--- src/rtl/ai_issue_controller.sv ---
// ID/EX issue control: load-use bubble insertion and sequencing of multi-cycle
// AI instructions (freeze, start, wait for done or timeout, release).
module ai_issue_controller #(
   parameter int         CNT_W      = 8,
   parameter int         AI_TIMEOUT = 255,
   parameter logic [6:0] LOAD_OP    = 7'b0000011
) (
   input  logic        clk,
   input  logic        reset_n,
   input  logic [4:0]  id_rs1,
   input  logic [4:0]  id_rs2,
   input  logic        id_uses_rs2,
   input  logic [6:0]  ex_op,
   input  logic [4:0]  ex_rd,
   input  logic        ex_is_ai,
   input  logic [2:0]  ex_ai_opcode,
   input  logic        ai_done,
   output logic        stall_pc,
   output logic        stall_if_id,
   output logic        hold_id_ex,
   output logic        flush_id_ex,
   output logic        ai_start,
   output logic [2:0]  ai_opcode,
   output logic        ai_busy,
   output logic        ai_result_valid,
   output logic        ai_timeout_err,
   output logic [31:0] stall_cycles
);

   typedef enum logic [1:0] {
      ST_IDLE  = 2'd0,
      ST_ISSUE = 2'd1,
      ST_WAIT  = 2'd2,
      ST_DONE  = 2'd3
   } state_t;

   localparam logic [CNT_W-1:0] TIMEOUT_C = CNT_W'(AI_TIMEOUT);

   state_t           state_r, state_s;
   logic [CNT_W-1:0] cnt_r, cnt_s;
   logic [2:0]       opcode_r, opcode_s;
   logic             err_r, err_s;
   logic [31:0]      stall_cnt_r;
   logic             hazard_s;
   logic             stall_s, hold_s, flush_s, start_s, valid_s;

   assign hazard_s = (ex_op == LOAD_OP) && (ex_rd != 5'd0) &&
                     ((ex_rd == id_rs1) || (id_uses_rs2 && (ex_rd == id_rs2)));

   // Next-state and pipeline-control decode; AI has priority over load-use.
   always_comb begin
      state_s  = state_r;
      cnt_s    = cnt_r;
      opcode_s = opcode_r;
      err_s    = err_r;
      stall_s  = 1'b0;
      hold_s   = 1'b0;
      flush_s  = 1'b0;
      start_s  = 1'b0;
      valid_s  = 1'b0;
      case (state_r)
         ST_IDLE: begin
            if (ex_is_ai) begin
               stall_s  = 1'b1;
               hold_s   = 1'b1;
               opcode_s = ex_ai_opcode;
               state_s  = ST_ISSUE;
            end else if (hazard_s) begin
               stall_s = 1'b1;
               flush_s = 1'b1;
               state_s = ST_IDLE;
            end else begin
               state_s = ST_IDLE;
            end
         end
         ST_ISSUE: begin
            start_s = 1'b1;
            stall_s = 1'b1;
            hold_s  = 1'b1;
            cnt_s   = {CNT_W{1'b0}};
            state_s = ST_WAIT;
         end
         ST_WAIT: begin
            stall_s = 1'b1;
            hold_s  = 1'b1;
            cnt_s   = cnt_r + CNT_W'(1);
            // A done arriving on the timeout cycle is a normal completion.
            if (ai_done) begin
               state_s = ST_DONE;
            end else if (cnt_r == TIMEOUT_C) begin
               err_s   = 1'b1;
               state_s = ST_DONE;
            end else begin
               state_s = ST_WAIT;
            end
         end
         ST_DONE: begin
            valid_s = 1'b1;
            state_s = ST_IDLE;
         end
         default: begin
            state_s = ST_IDLE;
         end
      endcase
   end

   // State, wait counter, latched opcode, sticky error and stall statistics.
   always_ff @(posedge clk or negedge reset_n) begin
      if (!reset_n) begin
         state_r     <= ST_IDLE;
         cnt_r       <= {CNT_W{1'b0}};
         opcode_r    <= 3'd0;
         err_r       <= 1'b0;
         stall_cnt_r <= 32'd0;
      end else begin
         state_r  <= state_s;
         cnt_r    <= cnt_s;
         opcode_r <= opcode_s;
         err_r    <= err_s;
         if (stall_s) begin
            stall_cnt_r <= stall_cnt_r + 32'd1;
         end else begin
            stall_cnt_r <= stall_cnt_r;
         end
      end
   end

   assign stall_pc        = stall_s;
   assign stall_if_id     = stall_s;
   assign hold_id_ex      = hold_s;
   assign flush_id_ex     = flush_s;
   assign ai_start        = start_s;
   assign ai_opcode       = opcode_r;
   assign ai_busy         = (state_r == ST_ISSUE) || (state_r == ST_WAIT);
   assign ai_result_valid = valid_s;
   assign ai_timeout_err  = err_r;
   assign stall_cycles    = stall_cnt_r;

endmodule

--- config.mk ---
export PLATFORM = sky130hd
export DESIGN_NAME = ai_issue_controller
export DESIGN_NICKNAME = d
export VERILOG_FILES = /design/src/rtl/ai_issue_controller.sv
export SDC_FILE = /design/constraint.sdc
export NUM_CORES = 1
export LEC_CHECK = 0
export BUFFER_PORTS_ARGS = -buffer_cell sky130_fd_sc_hd__buf_2
export CAP_MARGIN = 25
export CORE_MARGIN = 3
export CORE_UTILIZATION = 46
export DETAILED_ROUTE_END_ITERATION = 10
export PLACE_DENSITY = 0.75
export REMOVE_ABC_BUFFERS = 1
export SYNTH_ARGS = -nofsm -noshare
export SYNTH_HDL_FRONTEND = slang
export SYNTH_SLANG_ARGS = --single-unit
--- constraint.sdc ---
create_clock -name clk -period 1.95 [get_ports clk]
set_clock_uncertainty 0.2 [all_clocks]
set_input_delay 0.2925 -clock clk [delete_from_list [all_inputs] [get_ports clk]]
set_output_delay 0.2925 -clock clk [all_outputs]
set_load 0.02 [all_outputs]
## After elaboration in Yosys (flattened, before gate mapping)

Cells that the tools add are included.
W data, S select, Z words.

| word-level totals | value |
|---|---|
| register bits | 46 |
| input bits | 30 |
| output and inout port bits | 43 |
| logic and storage cells | 40 |

| operators by class | value |
|---|---|
| add/sub/neg operators | 2 |
| equal/unequal tests | 7 |
| multiplexer cells | 14 |
| bitwise operators | 1 |
| reductions and logical operators | 11 |

Operators by type and width:

| operator | count |
|---|---|
| $add A32 B1 Y32 const B | 1 |
| $pmux W8 S2 | 1 |
| $eq A5 B5 Y1 | 2 |
| $mux W1 | 10 |
| $add A8 B1 Y8 const B | 1 |
| $eq A8 B8 Y1 const B | 1 |
| $pmux W2 S4 | 1 |
| $eq A7 B2 Y1 const B | 1 |
| $reduce_bool A5 Y1 | 1 |
| $eq A2 B2 Y1 const B | 2 |
| $pmux W1 S2 | 2 |
| $logic_and A1 B1 Y1 | 3 |
| $reduce_and A3 Y1 | 1 |
| $eq A2 B1 Y1 const B | 1 |
| $logic_not A2 Y1 | 1 |
| $logic_or A1 B1 Y1 | 2 |
| $reduce_and A2 Y1 | 1 |
| $reduce_bool A2 Y1 | 1 |
| $reduce_or A2 Y1 | 1 |
| $not A1 Y1 | 1 |

## Longest topological paths before layout

Gate-level depths: netlist (run 1).

| logic depth | value |
|---|---|
| depth after elaboration | 7 |
| gate-level depth with buffers | 8 |
| gate-level depth less buffers | 7 |

## Least setup slack after synthesis (run 1)

Ideal clock, no wire load.

| timing path | value |
|---|---|
| kind | flip-flop to output port |
| start | register state_r[0] |
| end | output stall_pc |
| arrival | 1.835 ns |
| required time | 1.457 ns |
| slack | -0.378 ns |
| stages on the path, launching flop included | 7 |
| cell sequence | dfrtp_1 inv_1 ha_1 a21oi_1 a21boi_2 nor2_1 buf_4 |

| between the ends | value |
|---|---|
| cells in the longest elaborated chain, start to end | 3 |
| elaborated cells on any way between the ends | 5 |
| those cells by class | eq/ne (2); mux (1); reduce/logical (2) |

Ends and longest elaborated chain:

| what | RTL line | text |
|---|---|---|
| start: declaration | 39 | `state_t state_r, state_s;` |
| start signal: assignment | 116 | `state_r <= state_s;` |
| $eq A2 B1 Y1 / $eq A2 B2 Y1 (equally long branches) | 61 | `case (state_r)` |
| $reduce_or A2 Y1 (no line) | n/a |  |
| $pmux W1 S2 * | 61 |  |
| end: declaration | 18 | `output logic stall_pc,` |

Every way passes the cells marked *; elsewhere a longest branch is shown, timed or not.

## Worst setup path after layout (run 1)

Ends and elaborated chain as after synthesis.

==> impl_results.rst, run 1 <==
.. list-table::
   :header-rows: 1

   * - Metric
     - Value
   * - Area of the core region
     - 4942 um^2
   * - Fraction of layout cells with a size suffix above 1
     - 0.5470
   * - Worst max-slew margin expressed relative to the limit
     - 0.5949
   * - Share of the yosys chip area belonging to registers
     - 0.4677
   * - Wire length of the first global-routing pass
     - approximately 12000 um
   * - Capture point of the worst path
     - stall_pc
   * - DR DRC count
     - 0
   * - Via-per-instance ratio
     - ~5.7
   * - Top-area cell type share of the netlist area
     - 0.4677
   * - CTS H-tree lvls
     - 2
   * - Number of antenna repair diodes
     - 0
   * - Largest net degree at the start of global routing
     - 47
   * - Layout area overhead
     - 63.29%
   * - Internal power
     - approximately 2.9 mW
   * - Time the worst path needs with I/O delays and setup
     - approximately 2.3 ns
   * - IO Port Bufs
     - 72
   * - Post-synth EDFFs
     - 0
   * - Die height
     - a little under 80 um
   * - Placement-stage cell area
     - 3129 um^2
   * - Crit. End Element
     - primary output
   * - CTS Buf Count
     - 5
   * - CTS clock-pin slew for the worst setup and hold paths
     - about 0.080 ns
   * - Max Cap Violations
     - 0
   * - Fraction of power consumed by combinational cells
     - 0.610
   * - Top achievable clock speed
     - about 440 MHz
   * - FF-to-FF End
     - stall_cycles[15]
   * - Path class of the lowest-slack min-delay path
     - in2reg
   * - Filler-free cell count of the finished design
     - approximately 430
   * - Global-route total usage across every layer
     - 0.2424
   * - Sw Share
     - 0.4141
   * - Syn avg cell area
     - about 11 um^2
   * - Worst path arrival time
     - roughly 1.8 ns
   * - Overall die width
     - 79.15 um
   * - Routed wirelength normalized by instance count
     - 19.97 um
   * - Final wirelength
     - roughly 8600 um
   * - Startpoint of the worst-slack reg-to-reg timing path
     - state_r[0]
   * - Pwr dens
     - approximately 1300 nW/um^2
   * - Maximum resistive drop on vdd
     - 0.001310 V
   * - Actual slew at the worst max-slew pin
     - about 0.61 ns
   * - Seq cells post-synth
     - 46
   * - Yosys warning total
     - 0
   * - Data required, critical path
     - 1.46 ns
   * - Half-perimeter wire length after placement
     - 4263 um
   * - Initial antenna violation count
     - 0
   * - R2R depth
     - 7
   * - Remaining antenna violation count after routing
     - 0
   * - Final Hold Viols
     - 0
   * - Total congestion overflow after global routing
     - 0
   * - # IOs
     - 73
   * - Kind of start point of the critical path
     - flop
   * - Setup TNS
     - -6.687 ns
   * - Share of power burned in the clock network
     - 0.144
   * - Violated checks
     - negative setup slack
   * - Worst-path fanout max
     - 3
   * - Power share of the sequential group
     - 0.246
   * - Area of the mapped netlist
     - 2461 um^2
   * - Library cell occupying the most area in the post-synthesis netlist
     - dfrtp_1
   * - Global placement routability congestion
     - a little over 0.8
   * - Internal reg-to-reg setup slack
     - -0.32 ns
   * - Final clock period utilization by the worst path
     - 1.178
   * - Biggest area contributors in the synthesized netlist
     - dfrtp_1 47%, xor2_1 11%, xnor2_1 4.3%
   * - Proportion of synthesized flip-flops having asynchronous set or reset
     - 1.000
   * - Die outline area
     - ~6300 um^2
   * - Number of pins with negative max-slew slack in the final report
     - 0
   * - Initial Utilization
     - 0.4980
   * - Clock insertion delay at the later pin of the skew report
     - between 0.3 and 0.4 ns
   * - Detailed router's first-iteration violation count
     - around 170
   * - Placed Instances
     - slightly below 400
   * - Via count of the first global-routing pass
     - approximately 2300
   * - Class of the most critical setup path
     - reg2out
   * - Unrepaired setup endpoints after global routing
     - true
   * - Final net count
     - 398
   * - Final worst slack
     - -0.3471 ns
   * - Critical Path Source
     - state_r[0]
   * - Commonest non-fill, non-tap cell in the layout
     - buf_2
   * - Clock tree root driver cell
     - clkbuf_8
   * - Prevailing post-synth register cell
     - dfrtp_1
   * - Clock Sinks
     - 46
   * - DR vias
     - approximately 2400
   * - Finished Cell Area
     - 4019 um^2
   * - Hold Startpoint
     - ex_ai_opcode[0]
   * - Final core utilization
     - 0.8132
   * - Count of mapped cells out of synthesis
     - between 200 and 250
   * - Max clock buf depth
     - 2
   * - Leading cell types in the layout, fill and taps excluded
     - 67 x buf_2, 46 x dfrtp_1, 45 x buf_4
   * - Static Leak
     - between 2 and 2.5 nW
   * - Drt pass-1 iters
     - 5
   * - Outcome
     - finished with violations
   * - Sw power
     - ~2.1 mW
   * - Count of final setup violators
     - 36
   * - Count of different cell masters after synthesis
     - 41
   * - Post-Place Worst Slack
     - -0.1939 ns
   * - Num rows
     - 25
   * - Clock tree from TritonCTS
     - done
logic make-up after synthesis:
family                     Yosys count  share of synthesized area
buffers and inverters               13                    0.02542
DFF                                 46                     0.4677
and+or+nand+nor                     99                     0.2527
muxes                                5                    0.02237
AOI/OAI and AO/OA                   15                    0.04321
adders and majority gates            7                    0.03559
xor gates and xnor gates            43                     0.1530
power by group through the flow:
stage	Clock (mW)	Sequential (mW)	Combinational (mW)
4_1_cts	0.718	1.21	2.41
6_report	0.726	1.24	3.07
5_1_grt	0.774	1.25	3.22
3_3_place_gp	0	1.22	1.67
2_1_floorplan	0	1.36	0.798
3_5_place_dp	0	1.23	1.70
per-layer routing:
metal	GRT usage	share of wire
met2	0.4125	0.51
met4	0.1186	0.041
met1	0.2890	0.37
met5	0	0
met3	0.05329	0.077
stage by stage:
step | total power [mW] | hold slack, ns
floorplan | 2.158 | -0.2031
global placement | 2.886 | 0.2204
detailed placement | 2.934 | 0.2175
CTS | 4.337 | 0.003315
global route | 5.245 | 0.005543
finish | 5.034 | 0.01003
worst min-delay path by stage:
| stage | slack, ns | to | depth (start not counted) |
|---|---|---|---|
| 2_1_floorplan | -0.20 | ai_opcode[0] | 0 |
| 4_1_cts | 0.003 | ai_timeout_err | 2 |
| 3_3_place_gp | 0.22 | cnt_r[5] | 2 |
| 5_1_grt | 0.006 | ai_timeout_err | 2 |
| 3_5_place_dp | 0.22 | stall_cycles[1] | 2 |
| 6_report | 0.01 | ai_opcode[0] | 2 |
layout make-up:
class,instances,area (um^2)
clock buffers,6,72.57
fillers,269,923.4
flip-flops and latches,46,1151
well taps,67,83.83
clock inverters,2,37.54
inverters,7,26.28
repair buffers,132,962.2
multi-input cells,169,1685
worst max-delay path, stage by stage, from the launching register on:
cell and delay, ns:
dfrtp_1 0.42, inv_2 0.10, ha_4 0.22, a21oi_2 0.17, a21boi_4 0.25, nor2_1 0.06, buf_4 0.15, buf_6 0.12
state kept, by name (all words and copies together), names as in the netlist:
register        cells
ai_opcode           3
ai_timeout_err      1
cnt_r               8
stall_cycles       32
state_r             2
synthesized netlist by cell type (2+ instances only):
library cell	n
nor4bb_1	2
dfrtp_1	46
mux2_2	4
o21ai_0	5
nor4b_2	3
nor2_1	15
xor2_1	31
nor3b_1	7
buf_2	2
a21oi_1	2
nor4_2	6
nand3_1	12
nand4_1	6
xnor2_1	12
nor3_1	5
and3_1	5
ha_1	7
nor4b_1	3
nor4_1	4
inv_1	7
o31ai_1	2
nand2_1	23
what timing repair did:
action | CTS | global route
pin swaps | 35 | 34
buffers inserted | 10 | 14
endpoints found under the setup margin | 36 | 38
gates resized for setup | 69 | 34
hold endpoints to repair | 46 | 0
cloned | 1 | 1
hold buffers | 1 | 0
Power figures use the tool's default switching activity.
==> run 2, diff against run 1 <==
Settings changed: CORE_UTILIZATION 46 to 50, PLACE_DENSITY 0.75 to 0.78.
Clock period 1.95 ns to 2.3 ns, I/O delays scaled along.
==> impl_results.rst, run 2 (same netlist as run 1, synthesis figures left out) <==
.. list-table::
   :header-rows: 1

   * - Metric
     - Value
   * - Outcome
     - completed
   * - Clock tree from TritonCTS
     - done
   * - # IOs
     - 73 (unchanged)
   * - Family of cells with the greatest summed delay on the critical path
     - buffers and inverters
   * - Time the worst path needs with I/O delays and setup
     - about 2.2 ns
   * - Largest net degree at the start of global routing
     - 29 (-38%)
   * - Via-per-instance ratio
     - 5.404 (-4.4%)
   * - Overall die width
     - 76.16 um (-3.8%)
   * - Worst min-delay path endpoint
     - ai_timeout_err
   * - Data required, critical path
     - 1.75 ns (+0.29 ns)
   * - Leading cell types in the layout, fill and taps excluded
     - 69 x buf_2, 46 x dfrtp_1, 31 x xor2_1
   * - Fraction of power consumed by combinational cells
     - 0.462 (-0.148)
   * - IO Port Bufs
     - 72 (unchanged)
   * - Top achievable clock speed
     - roughly 450 MHz
   * - Startpoint of the worst-slack reg-to-reg timing path
     - state_r[0]
   * - Max clock buf depth
     - 2 (unchanged)
   * - FF-to-FF End
     - stall_cycles[25]
   * - Crit. End Element
     - primary output
   * - Half-perimeter wire length after placement
     - 4101 um (-3.8%)
   * - Clock Sinks
     - 46 (unchanged)
   * - Final wirelength
     - 5432 um (-37%)
   * - Largest stage delay on the critical path
     - 0.41 ns (about the same)
   * - Power after layout
     - 2.899 mW (-42%)
   * - Actual slew at the worst max-slew pin
     - 0.4835 ns (-0.1242 ns)
   * - Fraction of layout cells with a size suffix above 1
     - 0.3726 (-0.1743)
   * - Die outline area
     - 5800 um^2 (-7.4%)
   * - Detailed router's first-iteration violation count
     - 91 (-46%)
   * - Initial Utilization
     - 0.5392 (+0.04122)
   * - Power share of the sequential group
     - 0.363 (+0.117)
   * - Clock tree root driver cell
     - clkbuf_8
   * - DR DRC count
     - 0 (unchanged)
   * - Class of the most critical setup path
     - reg2out
   * - Static Leak
     - 1.609 nW (-23%)
   * - Max FFs per register
     - 32 (unchanged)
   * - Maximum resistive drop on vdd
     - 0.0009458 V (-28%)
   * - Post-Place Worst Slack
     - 0.05176 ns (+0.2456 ns)
   * - Number of pins with negative max-slew slack in the final report
     - 0 (unchanged)
   * - CTS Buf Count
     - 5 (unchanged)
   * - Count of final setup violators
     - 0 (-100%)
   * - Instance count along the most critical hold path
     - 2 (unchanged)
   * - Cell with the biggest individual delay on the critical path
     - dfrtp_1
   * - DR vias
     - 2048 (-16%)
   * - Hold Startpoint
     - ai_done
   * - Initial antenna violation count
     - 0 (unchanged)
   * - Pwr dens
     - 931.6 nW/um^2 (-26%)
   * - Series of cell instances along the critical path
     - inv_2, ha_4, nand4_1, a21oi_2, buf_4, nand2_2, nor2_1, buf_4
   * - Layout area overhead
     - 26.44%
   * - R2R depth
     - 7 (unchanged)
   * - Max Cap Violations
     - 0 (unchanged)
   * - Final worst slack
     - 0.05785 ns (+0.4050 ns)
   * - CTS H-tree lvls
     - 2 (unchanged)
   * - Library cell appearing most often on the critical path
     - buf_4
   * - Routed wirelength normalized by instance count
     - 14.33 um (-28%)
   * - Sw Share
     - 0.4103 (-0.003787)
   * - Total congestion overflow after global routing
     - 0 (unchanged)
   * - Num rows
     - 24 (-4.0%)
   * - Sw power
     - 1.189 mW (-43%)
   * - Critical path buffers and inverters
     - 3 (unchanged)
   * - Path class of the lowest-slack min-delay path
     - in2reg
   * - Final net count
     - 350 (-12%)
   * - Global placement routability congestion
     - 0.8033 (-1.2%)
   * - Unrepaired setup endpoints after global routing
     - true
   * - CTS clock-pin slew for the worst setup and hold paths
     - 0.08 ns (about the same)
   * - Die height
     - 76.16 um (-3.8%)
   * - Commonest non-fill, non-tap cell in the layout
     - buf_2
   * - Worst max-slew margin expressed relative to the limit
     - 0.6777 (+0.08282)
   * - Clock insertion delay at the later pin of the skew report
     - 0.30 ns (-0.02 ns)
   * - Number of antenna repair diodes
     - 0 (unchanged)
   * - Worst-path fanout max
     - 3 (unchanged)
   * - Area of the core region
     - 4564 um^2 (-7.6%)
   * - Internal reg-to-reg setup slack
     - 0.12 ns (+0.44 ns)
   * - Final Hold Viols
     - 0 (unchanged)
   * - Share of power burned in the clock network
     - 0.175 (+0.031)
   * - Drt pass-1 iters
     - 4 (-1)
   * - Final clock period utilization by the worst path
     - 0.9748
   * - Via count of the first global-routing pass
     - 1932 (-17%)
   * - Internal power
     - 1.709 mW (-42%)
   * - Wire length of the first global-routing pass
     - 9170 um (-21%)
   * - Kind of start point of the critical path
     - flop
   * - Worst path arrival time
     - 1.70 ns (-0.10 ns)
   * - Remaining antenna violation count after routing
     - 0 (unchanged)
   * - Filler cells
     - 381 (+42%)
   * - Global-route total usage across every layer
     - 0.1926 (-0.04983)
==> run 2: timing repair <==
action | in CTS | in global routing
endpoints found under the setup margin | 2 | 5
hold buffers | 1 | 0
buffers inserted | 1 | 1
pin swaps | 0 | 2
gates cloned | 0 | 0
hold endpoints to repair | 18 | 0
gates resized for setup | 8 | 5
==> run 2: power by group through the flow <==
stage | logic, mW | clock network (mW) | registers [mW]
6_report | 1.34 | 0.508 | 1.05
2_1_floorplan | 0.676 | 0 | 1.15
3_3_place_gp | 1.22 | 0 | 1.06
5_1_grt | 1.46 | 0.558 | 1.08
4_1_cts | 1.31 | 0.518 | 1.05
3_5_place_dp | 1.24 | 0 | 1.06
==> run 2: cell type report <==
| cell class | instances | area, um^2 | area share |
|---|---|---|---|
| Timing Repair Buffer | 84 | 473.0 | 0.1520 |
| Clock buffer | 7 | 86.33 | 0.02774 |
| Multi-Input combinational cell | 169 | 1289 | 0.4142 |
| Sequential cell | 46 | 1151 | 0.3699 |
| Inverter | 7 | 26.28 | 0.008444 |
| Tap cell | 65 | 81.33 | 0.02614 |
| Clock inverter | 1 | 5.005 | 0.001608 |
==> run 2: worst register-to-register path, stage by stage (launching register included) <==
cell and delay (ns):
dfrtp_1 0.41, ha_1 0.23, and4b_1 0.29, nand4_1 0.10, nor4_1 0.28, a41oi_2 0.14, nor3b_2 0.26, xor2_1 0.20
==> run 2: how the worst max path moves through the flow <==
stage | start | slack [ns] | cells after the start | to
3_5_place_dp | state_r[0] | 0.05 | 7 | stall_cycles[25]
5_1_grt | state_r[0] | -0.02 | 7 | stall_cycles[31]
4_1_cts | state_r[0] | 0.01 | 7 | stall_cycles[25]
2_1_floorplan | state_r[0] | -0.76 | 6 | stall_cycles[1]
3_3_place_gp | ex_op[3] | 0.12 | 8 | stall_cycles[15]
6_report | state_r[1] | 0.06 | 8 | flush_id_ex
==> run 2: metrics by stage <==
stage	utilization	hold WS [ns]	area, um^2	cells	setup TNS [ns]
after floorplan	-	-0.1506	2425	222	-9.635
after global placement	0.6456	0.1237	2947	368	0
after detailed placement	0.6456	0.1246	2947	368	0
after CTS	0.6757	0.02648	3084	378	0
after global routing	0.6817	0.04010	3112	379	-0.04667
final	0.6817	0.03031	3112	379	0
==> run 2: metal layers <==
layer,vias to the layer above,part of all wire,global-route usage
met5,-,0,0
met4,0,0.015,0.08333
met3,5,0.062,0.03783
met2,74,0.46,0.3014
met1,1001,0.46,0.2611
li1,968,-,-
==> run 3, diff against run 2 <==
Clock period 2.3 ns to 2.8 ns, I/O delays scaled along.
==> impl_results.rst, run 3 (same netlist as run 1, synthesis figures left out) <==
.. list-table::
   :header-rows: 1

   * - Metric
     - Value
   * - Via-per-instance ratio
     - 5.265 (-2.6%)
   * - Area of the core region
     - 4564 um^2 (unchanged)
   * - Maximum resistive drop on vdd
     - 0.0007577 V (-20%)
   * - Clock tree root driver cell
     - clkbuf_8
   * - Outcome
     - completed
   * - Kind of start point of the critical path
     - flop
   * - Global-route total usage across every layer
     - 0.1986 (+0.006030)
   * - Post-Place Worst Slack
     - 0.4543 ns (+0.4025 ns)
   * - Actual slew at the worst max-slew pin
     - 0.4323 ns (-0.05124 ns)
   * - Drt pass-1 iters
     - 4 (unchanged)
   * - Placement-stage cell area
     - 2912 um^2 (-1.2%)
   * - Unrepaired setup endpoints after global routing
     - false
   * - Critical path buffers and inverters
     - 2 (-1)
   * - Worst max-slew margin expressed relative to the limit
     - 0.7080 (+0.03036)
   * - Detailed router's first-iteration violation count
     - 97 (+6.6%)
   * - Count of final setup violators
     - 0 (unchanged)
   * - Leading cell types in the layout, fill and taps excluded
     - 72 x buf_2, 46 x dfrtp_1, 31 x xor2_1
   * - Max FFs per register
     - 32 (unchanged)
   * - Global placement routability congestion
     - 0.7877 (-1.9%)
   * - Filler cells
     - 372 (-2.4%)
   * - Initial antenna violation count
     - 0 (unchanged)
   * - Layout area overhead
     - 23.18%
   * - DR vias
     - 1969 (-3.9%)
   * - Overall die width
     - 76.16 um (unchanged)
   * - Clock Sinks
     - 46 (unchanged)
   * - Time the worst path needs with I/O delays and setup
     - about 2.6 ns
   * - Worst-path fanout max
     - 4 (+1)
   * - Final net count
     - 345 (-1.4%)
   * - Wire length of the first global-routing pass
     - 9390 um (+2.4%)
   * - Crit. End Element
     - primary output
   * - Via count of the first global-routing pass
     - 1962 (+1.6%)
   * - Cell with the biggest individual delay on the critical path
     - dfrtp_1
   * - CTS Buf Count
     - 5 (unchanged)
   * - Family of cells with the greatest summed delay on the critical path
     - flip-flops
   * - Max clock buf depth
     - 2 (unchanged)
   * - Clock tree from TritonCTS
     - done
   * - Pwr dens
     - 770.0 nW/um^2 (-17%)
   * - Worst path arrival time
     - 1.96 ns (+0.26 ns)
   * - # IOs
     - 73 (unchanged)
   * - Final worst slack
     - 0.2205 ns (+0.1627 ns)
   * - Routed wirelength normalized by instance count
     - 14.50 um (+1.2%)
   * - Total congestion overflow after global routing
     - 0 (unchanged)
   * - CTS H-tree lvls
     - 2 (unchanged)
   * - Data required, critical path
     - 2.18 ns (+0.43 ns)
   * - Footprint of the multi-input gates
     - 1247 um^2 (-3.2%)
   * - Series of cell instances along the critical path
     - inv_1, ha_1, nand4_1, a21oi_2, a21boi_2, nor2_1, buf_2
   * - Class of the most critical setup path
     - reg2out
   * - Initial Utilization
     - 0.5392 (unchanged)
   * - Fraction of layout cells with a size suffix above 1
     - 0.3366 (-0.03604)
   * - Final clock period utilization by the worst path
     - 0.9212
   * - Max Cap Violations
     - 0 (unchanged)
   * - Setup TNS
     - 0 ns (unchanged)
   * - Remaining antenna violation count after routing
     - 0 (unchanged)
   * - Half-perimeter wire length after placement
     - 3961 um (-3.4%)
   * - IO Port Bufs
     - 72 (unchanged)
   * - Static Leak
     - 1.577 nW (-2.0%)
   * - Worst hold slack across all endpoints
     - 0.1391 ns (+0.1088 ns)
   * - Number of antenna repair diodes
     - 0 (unchanged)
   * - CTS clock-pin slew for the worst setup and hold paths
     - 0.08 ns (about the same)
   * - Final Hold Viols
     - 0 (unchanged)
   * - Die outline area
     - 5800 um^2 (unchanged)
   * - Num rows
     - 24 (unchanged)
   * - Top achievable clock speed
     - around 390 MHz
   * - Die height
     - 76.16 um (unchanged)
   * - Number of pins with negative max-slew slack in the final report
     - 0 (unchanged)
   * - Largest net degree at the start of global routing
     - 32 (+10%)
   * - DR DRC count
     - 0 (unchanged)
   * - Final wirelength
     - 5423 um (-0.17%)
   * - Finished Cell Area
     - 3032 um^2 (-2.6%)
   * - Largest stage delay on the critical path
     - 0.41 ns (about the same)
   * - Register Area
     - 1151 um^2 (unchanged)
   * - Power after layout
     - 2.334 mW (-19%)
   * - Commonest non-fill, non-tap cell in the layout
     - buf_2
   * - Path class of the lowest-slack min-delay path
     - in2reg
   * - Clock insertion delay at the later pin of the skew report
     - 0.30 ns (about the same)
-- run 3: cell count changes in the layout (fill, tap and decap cells not counted), sizes merged --
cell	change
buf	-5
clkbuf	-1
clkinvlp	+1
clkinv	-1
bufinv	+1
-- run 3: worst paths after layout --
check	start	endpoint	slack, ns	cells past startpoint
setup / recovery	state_r[0]	stall_if_id	0.22	7
hold / removal	ai_done	ai_timeout_err	0.14	2
min in group asynchronous	reset_n	stall_cycles[31]	0.38	2
setup reg to reg	state_r[0]	stall_cycles[31]	0.44	7
hold reg to reg	stall_cycles[30]	stall_cycles[30]	0.29	1
max in group asynchronous	reset_n	cnt_r[2]	1.27	3
-- run 3: cell type report --
cell class              instances  area share
well taps                      65     0.02683
inverters                       7    0.008667
repair buffers                 79      0.1370
clock buffers                   6     0.02394
flip-flops and latches         46      0.3797
clock inverters                 2     0.01238
multi-input cells             169      0.4115
-- run 3: what timing repair did --
item | CTS | global route
setup buffers | 0 | 0
hold buffers | 1 | 0
hold endpoints to repair | 15 | 0
resized for setup | 0 | 0
-- run 3: routing by layer --
metal  track usage  up-vias  part of all wire
met5             0        -                 0
met4       0.05978        0             0.014
met3       0.05319        6             0.067
met2        0.3236       70              0.46
met1        0.2603      936              0.46
li1              -      957                 -
-- run 3: worst register-to-register path: stages, from the launching register on --
cell     delay (ns)
dfrtp_1        0.41
ha_1           0.22
and4b_1        0.28
nand2_1        0.22
nor2_1         0.15
a41oi_1        0.24
nor3b_1        0.35
xor2_1         0.21
-- run 3: report_power, final --
| part | total (mW) | internal, mW | switching [mW] | leakage (nW) |
|---|---|---|---|---|
| Combinational | 0.983 | 0.340 | 0.643 | 0.912 |
| Sequential | 0.862 | 0.768 | 0.0938 | 0.614 |
| Clock | 0.489 | 0.266 | 0.223 | 0.0514 |
| Total | 2.33 | 1.37 | 0.960 | 1.58 |
-- run 3: metrics by stage --
stage          std cells  utilization
2_1_floorplan        222            -
3_3_place_gp         365       0.6379
3_5_place_dp         365       0.6379
4_1_cts              374       0.6642
5_1_grt              374       0.6642
6_report             374       0.6642
